**config.mk**
```make
export PLATFORM = sky130hd
export DESIGN_NAME = mul_sequencer
export DESIGN_NICKNAME = d
export VERILOG_FILES = /design/src/rtl/mul_pkg.sv /design/src/rtl/mul_add_stage.sv /design/src/rtl/mul_sequencer.sv
export SDC_FILE = /design/constraint.sdc
export NUM_CORES = 1
export LEC_CHECK = 0
export ABC_AREA = 1
export BUFFER_PORTS_ARGS = -buffer_cell sky130_fd_sc_hd__buf_4
export CAP_MARGIN = 20
export CORE_MARGIN = 3
export CORE_UTILIZATION = 25
export CTS_CLUSTER_DIAMETER = 40
export DETAILED_ROUTE_END_ITERATION = 12
export MAX_ROUTING_LAYER = met4
export PLACE_DENSITY = 0.5
export RECOVER_POWER = 50
export SYNTH_ARGS = -nofsm -noshare
export SYNTH_HDL_FRONTEND = slang
export SYNTH_SLANG_ARGS = --single-unit
```
**constraint.sdc**
```tcl
create_clock -name clk -period 1.4 [get_ports clk]
set_input_delay 0.14 -clock clk [delete_from_list [all_inputs] [get_ports clk]]
set_output_delay 0.14 -clock clk [all_outputs]
set_load 0.01 [all_outputs]
```
**src/rtl/mul_pkg.sv**
```systemverilog
// -----------------------------------------------------------------------------
// mul_pkg
// Shared definitions for the sequential shift-add multiplier.
//
// Contents:
//   mul_state_e        controller state encoding (IDLE, CALC, DONE), 2 bits
//   MUL_WIDTH_DEFAULT  default operand width
//   MUL_COUNT_W        iteration counter width for the default operand width
//   mul_count_width()  counter width for an arbitrary operand width (min 1)
// -----------------------------------------------------------------------------
package mul_pkg;

    typedef enum logic [1:0] {
        IDLE = 2'd0,
        CALC = 2'd1,
        DONE = 2'd2
    } mul_state_e;

    localparam int MUL_WIDTH_DEFAULT = 4;
    localparam int MUL_COUNT_W       = $clog2(MUL_WIDTH_DEFAULT);

    // $clog2 returns 0 for widths below 2; the counter still needs one bit.
    function automatic int mul_count_width(input int width);
        return (width < 2) ? 1 : $clog2(width);
    endfunction

endpackage

```
**src/rtl/mul_add_stage.sv**
```systemverilog
// -----------------------------------------------------------------------------
// mul_add_stage
// Purely combinational WIDTH-bit adder with carry-out. This is the one adder
// the multiply sequencer reuses every iteration; it is kept as its own module
// so the ALU add path can share the same instance.
//
// Ports:
//   operand_a  [WIDTH-1:0]  in   first addend
//   operand_b  [WIDTH-1:0]  in   second addend
//   sum        [WIDTH-1:0]  out  low WIDTH bits of operand_a + operand_b
//   carry_out               out  carry out of the MSB
// -----------------------------------------------------------------------------
module mul_add_stage #(
    parameter int WIDTH = 4
) (
    input  logic [WIDTH-1:0] operand_a,
    input  logic [WIDTH-1:0] operand_b,
    output logic [WIDTH-1:0] sum,
    output logic             carry_out
);

    // Extending both operands by one bit keeps the carry as the sum MSB.
    assign {carry_out, sum} = {1'b0, operand_a} + {1'b0, operand_b};

endmodule

```
**src/rtl/mul_sequencer.sv**
```systemverilog
// -----------------------------------------------------------------------------
// mul_sequencer
// Sequential shift-add unsigned multiplier controller. One multiplier bit is
// processed per clock through a single shared mul_add_stage. Operands are
// captured on an accepted start, and the 2*WIDTH-bit product is held from the
// DONE cycle until the next accepted start.
//
// Optional build macro:
//   MUL_SEQ_EARLY_EXIT_EN  finish as soon as the remaining multiplier bits are
//                          all zero (b == 0 goes straight from IDLE to DONE).
//                          Products are identical in both builds.
//
// Ports:
//   clk      in   rising-edge system clock
//   rst_n    in   synchronous active-low reset
//   start    in   operation request, sampled only in IDLE
//   a        in   [WIDTH-1:0] multiplicand, unsigned
//   b        in   [WIDTH-1:0] multiplier, unsigned
//   ready    out  high in IDLE (decoded from state)
//   busy     out  high in CALC (decoded from state)
//   done     out  registered one-cycle pulse in DONE
//   product  out  [2*WIDTH-1:0] registered result
// -----------------------------------------------------------------------------
module mul_sequencer
    import mul_pkg::*;
#(
    parameter int WIDTH = MUL_WIDTH_DEFAULT
) (
    input  logic                 clk,
    input  logic                 rst_n,
    input  logic                 start,
    input  logic [WIDTH-1:0]     a,
    input  logic [WIDTH-1:0]     b,
    output logic                 ready,
    output logic                 busy,
    output logic                 done,
    output logic [2*WIDTH-1:0]   product
);

    localparam int              CW         = mul_count_width(WIDTH);
    localparam logic [CW-1:0]   LAST_COUNT = CW'(WIDTH - 1);

    mul_state_e            state;
    logic [WIDTH-1:0]      acc;
    logic [WIDTH-1:0]      mcand;
    logic [WIDTH-1:0]      mplier;
    logic [CW-1:0]         count;

    logic [WIDTH-1:0]      addend;
    logic [WIDTH-1:0]      add_sum;
    logic                  add_carry;
    logic [2*WIDTH-1:0]    shifted;
    logic                  last_iter;
    logic                  finish;
    logic [2*WIDTH-1:0]    final_product;

    // The multiplicand is added only when the current multiplier LSB is set.
    assign addend = mplier[0] ? mcand : '0;

    mul_add_stage #(
        .WIDTH (WIDTH)
    ) u_add_stage (
        .operand_a (acc),
        .operand_b (addend),
        .sum       (add_sum),
        .carry_out (add_carry)
    );

    // {carry, sum, mplier} shifted right by one: the carry lands in the acc
    // MSB and the consumed multiplier LSB drops off the bottom.
    assign shifted   = {add_carry, add_sum, mplier[WIDTH-1:1]};
    assign last_iter = (count == LAST_COUNT);

`ifdef MUL_SEQ_EARLY_EXIT_EN
    logic                  rest_zero;
    logic [CW-1:0]         remaining;

    // Bits 1 .. WIDTH-1-count of mplier are the multiplier bits not yet
    // consumed after this iteration; above them sit already-produced
    // product bits, which must not be tested.
    always_comb begin
        rest_zero = 1'b1;
        for (int i = 1; i < WIDTH; i++) begin
            if ((i <= (WIDTH - 1 - int'(count))) && mplier[i]) begin
                rest_zero = 1'b0;
            end
        end
    end

    // Skipped iterations would only shift zeros in, so the missing shifts
    // are applied here in one go.
    assign remaining     = LAST_COUNT - count;
    assign final_product = shifted >> remaining;
    assign finish        = last_iter | rest_zero;
`else
    assign final_product = shifted;
    assign finish        = last_iter;
`endif

    assign ready = (state == IDLE);
    assign busy  = (state == CALC);

    // Controller: captures operands, runs one shift-add iteration per clock
    // in CALC, latches the product on the way into DONE and pulses done.
    always_ff @(posedge clk) begin
        if (!rst_n) begin
            state   <= IDLE;
            acc     <= '0;
            mcand   <= '0;
            mplier  <= '0;
            count   <= '0;
            product <= '0;
            done    <= 1'b0;
        end else begin
            case (state)
                IDLE: begin
                    done <= 1'b0;
                    if (start) begin
                        mcand  <= a;
                        mplier <= b;
                        acc    <= '0;
                        count  <= '0;
`ifdef MUL_SEQ_EARLY_EXIT_EN
                        if (b == '0) begin
                            product <= '0;
                            done    <= 1'b1;
                            state   <= DONE;
                        end else begin
                            state   <= CALC;
                        end
`else
                        state  <= CALC;
`endif
                    end
                end

                CALC: begin
                    acc    <= shifted[2*WIDTH-1:WIDTH];
                    mplier <= shifted[WIDTH-1:0];
                    count  <= count + CW'(1);
                    if (finish) begin
                        product <= final_product;
                        done    <= 1'b1;
                        state   <= DONE;
                    end
                end

                DONE: begin
                    done  <= 1'b0;
                    state <= IDLE;
                end

                default: begin
                    done  <= 1'b0;
                    state <= IDLE;
                end
            endcase
        end
    end

endmodule

```
==> flow_metrics.tcl, run 1 <==
set metrics [dict create \
    grt_pass1_wl_um 4278 \
    drv_slew 0 \
    drt-wirelength-per-cell_um 11.28 \
    cts_tree "yes" \
    cts.sinks 25 \
    timing.final.ws_setup_ns -0.01277 \
    globalRouteTotalUtil_pct 10.45 \
    utilization_pct 34.06 \
    clkTransAtPathRegs_ns 0.09 \
    grt-ovfl-total 0 \
    hold_depth 3 \
    relSlewSlack_pct 74.53 \
    ir_worst_vdd_mv 0.4012 \
    avgSynthCellArea_um2 7.609 \
    worstRegToRegCells 8 \
    fp.dieW_um 72.89 \
    start_util_pct 26.99 \
    dp_cells 218 \
    p_leak_nw 0.6637 \
    met2_usage_pct 17.23 \
    clockBufferDepth 2 \
    insertion_delay_ns 0.28 \
    fin_setup_tns_ns -0.01277 \
    seq_area_frac_synth_pct 44.74 \
    drive_above_1_share_pct 21.71 \
    p_per_area_nw_per_um2 991.5 \
    fin_cells 225 \
    r2r-start "mplier[0]" \
    cts_root_buf "clkbuf_8" \
    violations "setup timing" \
    dr.first_iter.drc_count 26 \
    netlist_area_um2 1119 \
    maxCapViolCount 0 \
    r2r_end "product[7]" \
    ys_warn_count 0 \
    syn-num-nets 164 \
    worstPathArrival_ns 1.59 \
    met1_usage_pct 12.91 \
    syn_inst 147 \
    numCtsBuffers 3 \
    max_freq_mhz 707.8 \
    met3_usage_pct 3.306 \
    grt_pass1_vias 988 \
    r2r_slack_ns -0.01 \
    finalSetupViolations 1 \
    ant_nets 0 \
    pin_count 22 \
    htree_levels 1 \
    synth_top_cell_by_area "dfxtp_1" \
    critPathKind "reg2reg" \
    portBuffers 21 \
    setup.worst_path.start "mplier[0]" \
    p_total_mw 1.399 \
    outcome "finished with violations" \
    num_vias 1014 \
    endpoint_kind "flop" \
    area_growth_pct 26.17 \
    vias_per_cell 4.507 \
    fin_crit_ns 1.413 \
    cp-start-kind "flop" \
    synth_top_area_share_pct 44.74 \
    hold_class "in2reg" \
    drc 0 \
    grt.busiest_layer "met2" \
    antenna_found_initial 0 \
    worst_slew_pin_slew_ns 0.3806 \
    fin_crit_sh_pct 100.9 \
    post-place-ws_ns -0.05392 \
    nets 193 \
    min_from "a[1]" \
    ys_types 19 \
    dieArea_um2 5313 \
    hold_viol_final 0 \
    cp.required_ns 1.57 \
    die_h_um 72.89 \
    critPathMaxFanout 3 \
    synth-seq-cells 25 \
    dp_hpwl_um 1885 \
    drt-pass1-iter-count 4 \
    grt_max_degree 18 \
    cts_hold_buffers 0 \
    skew_ns 0.007978 \
    antenna_cells 0 \
    rsz0062_at_grt "yes" \
    netlist_top_cells_area "dfxtp_1, nand2_1, nor2_1" \
    min_to "mcand[1]" \
    routed_wl_um 2537 \
    gp_congestion 0.8287 \
    std_cell_rows 23 \
    coreArea_um2 4144 \
]
[layout by cell type (no fill, tap or decap)]
| cell | netlist | layout |
|---|---|---|
| xor2_2 | 0 | 1 |
| inv_1 | 8 | 7 |
| inv_6 | 0 | 1 |
| fa_2 | 0 | 1 |
| o21bai_1 | 1 | 1 |
| a21oi_1 | 10 | 8 |
| nand3_1 | 8 | 7 |
| ha_4 | 0 | 2 |
| nand2_4 | 3 | 1 |
| a21oi_2 | 0 | 2 |
| nand2_1 | 41 | 42 |
| ha_1 | 5 | 3 |
| dfxtp_2 | 0 | 1 |
| o21ai_1 | 3 | 3 |
| clkbuf_1 | 0 | 9 |
| o21a_1 | 2 | 2 |
| nor2_1 | 21 | 23 |
| nor2_8 | 1 | 1 |
| buf_4 | 0 | 16 |
| nand3_2 | 0 | 1 |
| clkbuf_8 | 0 | 3 |
| inv_2 | 5 | 6 |
| nand2_2 | 0 | 1 |
| o21ai_0 | 8 | 8 |
| inv_4 | 1 | 1 |
| dfxtp_1 | 25 | 24 |
[Yosys cell counts]
| cell | number |
|---|---|
| a21oi_1 | 10 |
| buf_2 | 1 |
| dfxtp_1 | 25 |
| fa_1 | 1 |
| ha_1 | 5 |
| inv_1 | 8 |
| inv_2 | 5 |
| inv_4 | 1 |
| nand2_1 | 41 |
| nand2_4 | 3 |
| nand3_1 | 8 |
| nor2_1 | 21 |
| nor2_2 | 2 |
| nor2_8 | 1 |
| o21a_1 | 2 |
| o21ai_0 | 8 |
| o21ai_1 | 3 |
| o21bai_1 | 1 |
| xor2_1 | 1 |
[flip-flops by register name, summed over array words and instances, names as in the netlist]
name / count
count: 2
acc: 4
product: 8
state: 2
done: 1
mcand: 4
mplier: 4
[power breakdown]
group | switching [mW] | internal, mW | leakage [nW]
combinational | 0.104 | 0.0734 | 0.433
clock | 0.249 | 0.209 | 0.0261
sequential | 0.0217 | 0.742 | 0.204
[how the worst max path moves through the flow]
| stage | to | slack [ns] | cells after the start |
|---|---|---|---|
| 3_3_place_gp | product[7] | -0.04 | 8 |
| 2_1_floorplan | product[7] | 0.004 | 8 |
| 3_5_place_dp | product[7] | -0.05 | 8 |
| 5_1_grt | product[7] | -0.1 | 8 |
| 6_report | product[7] | -0.01 | 8 |
| 4_1_cts | product[7] | -0.02 | 8 |
[worst max-delay path, cell delays in order, from the launching register on]
cell and delay [ns]:
dfxtp_2 0.34, nand2_2 0.06, inv_2 0.04, ha_4 0.15, fa_2 0.38, a21oi_2 0.13, o21bai_1 0.08, nor2_1 0.09
nor2_1 0.04
[area by class of cell]
type,instances,area (um2)
clock buffers,3,41.29
clock inverters,1,8.758
flip-flops and latches,25,501.7
inverters,14,55.05
fillers,457,2733
multi-input cells,107,588.1
repair buffers,25,153.9
well taps,50,62.56
[repair_timing]
item / CTS / global route
pin swaps: 5 / 1
resized for setup: 8 / 2
setup endpoints to repair: 6 / 6
buffers inserted: 2 / 1
[metal layers]
metal,part of all wire (%),vias up
met5,0,-
li1,-,524
met3,5.2,2
met1,47,463
met2,48,25
met4,0.20,0
[kinds of logic (layout without fill, tap and decap cells)]
logic type	after synthesis	after routing	share of synthesized area (%)
AO/OA/AOI/OAI	24	24	11.41
AND/OR/NAND/NOR	76	76	30.31
flip-flops	25	25	44.74
buffers and inverters	15	43	5.369
XOR/XNOR	1	1	0.7831
adder cells (fa/ha/maj)	6	6	7.383
[metrics by stage]
stage               cell area, um2  hold slack (ns)
floorplan                     1121           0.2757
global placement              1344           0.3912
detailed placement            1344           0.3979
CTS                           1449           0.1121
global route                  1411           0.1367
finish                        1411           0.1184
Note: power is estimated with default switching activity, not from simulation.
==> inputs of run 2 (changes only) <==
--- a/config.mk
+++ b/config.mk
@@ -13,8 +13,9 @@
 export CTS_CLUSTER_DIAMETER = 40
 export DETAILED_ROUTE_END_ITERATION = 12
 export MAX_ROUTING_LAYER = met4
-export PLACE_DENSITY = 0.5
+export PLACE_DENSITY = 0.49
 export RECOVER_POWER = 50
 export SYNTH_ARGS = -nofsm -noshare
 export SYNTH_HDL_FRONTEND = slang
+export SYNTH_HIERARCHICAL = 1
 export SYNTH_SLANG_ARGS = --single-unit
==> run 2 against run 1 <==
The flow still finishes with violations (setup timing). Cell count increased by 24%. Sequential cell count unchanged. Count of clock-buffer cells in the layout increased by 1. Area after synthesis increased by 14%. Largest power group unchanged. Highest routed layer unchanged.
==> flow_metrics.tcl, run 2 <==
set metrics [dict create \
    fin_crit_sh_pct 102.7 \
    hold_class "in2reg" \
    hold_depth 3 \
    avgSynthCellArea_um2 6.831 \
    largest_register_ffs 8 \
    p_switching_mw 0.3513 \
    synth-seq-cells 25 \
    pwr-share-clk_pct 30.8 \
    regMostFlops "product" \
    cts_tree "yes" \
    p_seq_share_pct 55.3 \
    syn_inst 187 \
    grt_pass1_wl_um 4657 \
    skew_ns 0.001943 \
    synth_top_area_share_pct 39.18 \
    routed_wl_um 2723 \
    cp-start-kind "flop" \
    fill_cells 564 \
    worstPathArrival_ns 1.58 \
    ir_worst_vdd_mv 0.4548 \
    synth_common_cells "nand2_1, nor2_1, inv_1" \
    relSlewSlack_pct 68.86 \
    dr.first_iter.drc_count 61 \
    p_total_mw 1.378 \
    antenna_found_initial 0 \
    endpoint_kind "flop" \
    synth-edff-count 0 \
    clkTransAtPathRegs_ns 0.09 \
    insertion_delay_ns 0.26 \
    coreArea_um2 4817 \
    p_comb_share_pct 13.9 \
    netlist_area_um2 1277 \
    synth_most_common_cell "nand2_1" \
    netlist_top_cells_area "dfxtp_1, nand2_1, nor2_1" \
    p_leak_nw 0.7360 \
    cts_root_buf "clkbuf_8" \
    cts_hold_buffers 0 \
    portBuffers 21 \
    ant_nets 0 \
    vias_per_cell 3.914 \
    syn-num-nets 204 \
    area_growth_pct 22.23 \
    power.internal_mw 1.027 \
    cp.required_ns 1.55 \
    num_vias 1096 \
    drive_above_1_share_pct 19.72 \
    timing.final.ws_setup_ns -0.03799 \
    critPathKind "reg2reg" \
    dieArea_um2 6004 \
    layout_commonest_cell "nand2_1" \
    grt_max_degree 19 \
    clockBufferDepth 2 \
    p_sw_share_pct 25.49 \
    cts.sinks 25 \
    antenna_cells 0 \
    ys.flop_type "dfxtp_1" \
    start_util_pct 26.52 \
    seq_area_frac_synth_pct 39.18 \
    violations "setup timing" \
    worst_slew_pin_slew_ns 0.4659 \
    fp.dieW_um 77.49 \
    dp_hpwl_um 1986 \
    pin_count 22 \
    ys_types 19 \
    htree_levels 1 \
    drt-pass1-iter-count 4 \
    synth-async-reset-ratio_pct 0 \
    hold_viol_final 0 \
    drv_slew 0 \
    fin_setup_tns_ns -0.1209 \
    gp_congestion 0.7472 \
    critPathMaxFanout 2 \
    grt_pass1_vias 1061 \
    grt-ovfl-total 0 \
    max_freq_mhz 695.4 \
    std_cell_rows 25 \
    rsz0062_at_grt "yes" \
    fin_crit_ns 1.438 \
    ys_warn_count 6 \
    worstRegToRegCells 8 \
    drc 0 \
    outcome "finished with violations" \
    final_cell_mix "nand2_1, nor2_1, inv_1" \
    drt-wirelength-per-cell_um 9.725 \
    globalRouteTotalUtil_pct 9.814 \
    slowest_stage "fa_2" \
    p_per_area_nw_per_um2 882.8 \
    critPathMaxStageDelay_ns 0.53 \
    maxCapViolCount 0 \
    finalSetupViolations 5 \
    cp_cell_sequence "nand2_1 -> inv_1 -> ha_2 -> inv_2 -> fa_2 -> inv_2 -> nand2_1 -> a21oi_1" \
    synth_top_cell_by_area "dfxtp_1" \
    nets 231 \
    die_h_um 77.49 \
    numCtsBuffers 3 \
]
-- run 2: cell types whose count changed after synthesis, moves of 3 or more --
cell	before	now
inv_1	8	31
nand2_1	41	56
nor2_1	21	33
buf_6	0	3
inv_2	5	2
o21ai_1	3	0
-- run 2: routing by layer --
metal	wire length (um)	GRT usage (%)	up-vias
met1	1389	12.27	472
met3	75	2.552	2
met5	0	-	-
met4	15	1.779	0
met2	1242	16.15	14
li1	-	-	608
-- run 2: path summary, 6_finish.rpt --
kind | end | from | slack [ns]
worst min-delay path | mcand[2] | a[2] | 0.13
worst max register to register | acc[0] | mplier[0] | -0.04
worst min register to register | product[5] | product[5] | 0.48
worst max-delay path | acc[0] | mplier[0] | -0.04
-- run 2: cell type report --
class                           instances  area, um2  share of cell area, %
Inverter                               33      123.9                  7.933
Sequential cell                        25      504.2                  32.29
Clock buffer                            4      45.04                  2.885
Multi-Input combinational cell        124      635.6                  40.71
Timing Repair Buffer                   27      168.9                  10.82
Tap cell                               67      83.83                  5.369
-- run 2: critical path: cells and delay by family (launching register included) --
kind / cells / cell delay, ns
adders and majority gates: 2 / 0.70
DFF: 1 / 0.33
buffers and inverters: 3 / 0.13
and+or+nand+nor: 2 / 0.11
AOI/OAI and AO/OA: 1 / 0.05
-- run 2: per-stage QoR --
step | cell area (um2) | utilization, % | hold WS [ns] | cells | setup slack [ns]
5_1_grt | 1562 | 32.42 | 0.1478 | 280 | -0.09941
3_5_place_dp | 1510 | 31.35 | 0.4144 | 274 | -0.09180
3_3_place_gp | 1510 | 31.35 | 0.4077 | 274 | -0.05807
2_1_floorplan | 1291 | - | 0.3048 | 187 | -0.004970
4_1_cts | 1589 | 32.99 | 0.1238 | 280 | -0.04336
6_report | 1562 | 32.42 | 0.1290 | 280 | -0.03799
-- run 2: what timing repair did --
action / in CTS / in global routing
gates resized for setup: 4 / 6
setup buffers: 2 / 0
pin swaps: 8 / 6
setup endpoints to repair: 7 / 8
-- run 2: power by group through the flow --
stage | combinational [mW] | clock, mW | sequential (mW)
final | 0.191 | 0.425 | 0.762
after global routing | 0.222 | 0.475 | 0.766
after CTS | 0.193 | 0.447 | 0.762
after detailed placement | 0.185 | 0 | 0.779
after global placement | 0.186 | 0 | 0.780
after floorplan | 0.136 | 0 | 0.770
-- run 2: cells by family (layout without fill, tap and decap cells) --
| logic type | Yosys count | after routing | synth area share (%) |
|---|---|---|---|
| flops | 25 | 25 | 39.18 |
| compound gates | 15 | 15 | 6.759 |
| xor+xnor | 1 | 1 | 0.6857 |
| fa+ha+maj | 6 | 6 | 6.464 |
| simple gates | 102 | 102 | 33.10 |
| buf+inv | 38 | 64 | 13.81 |
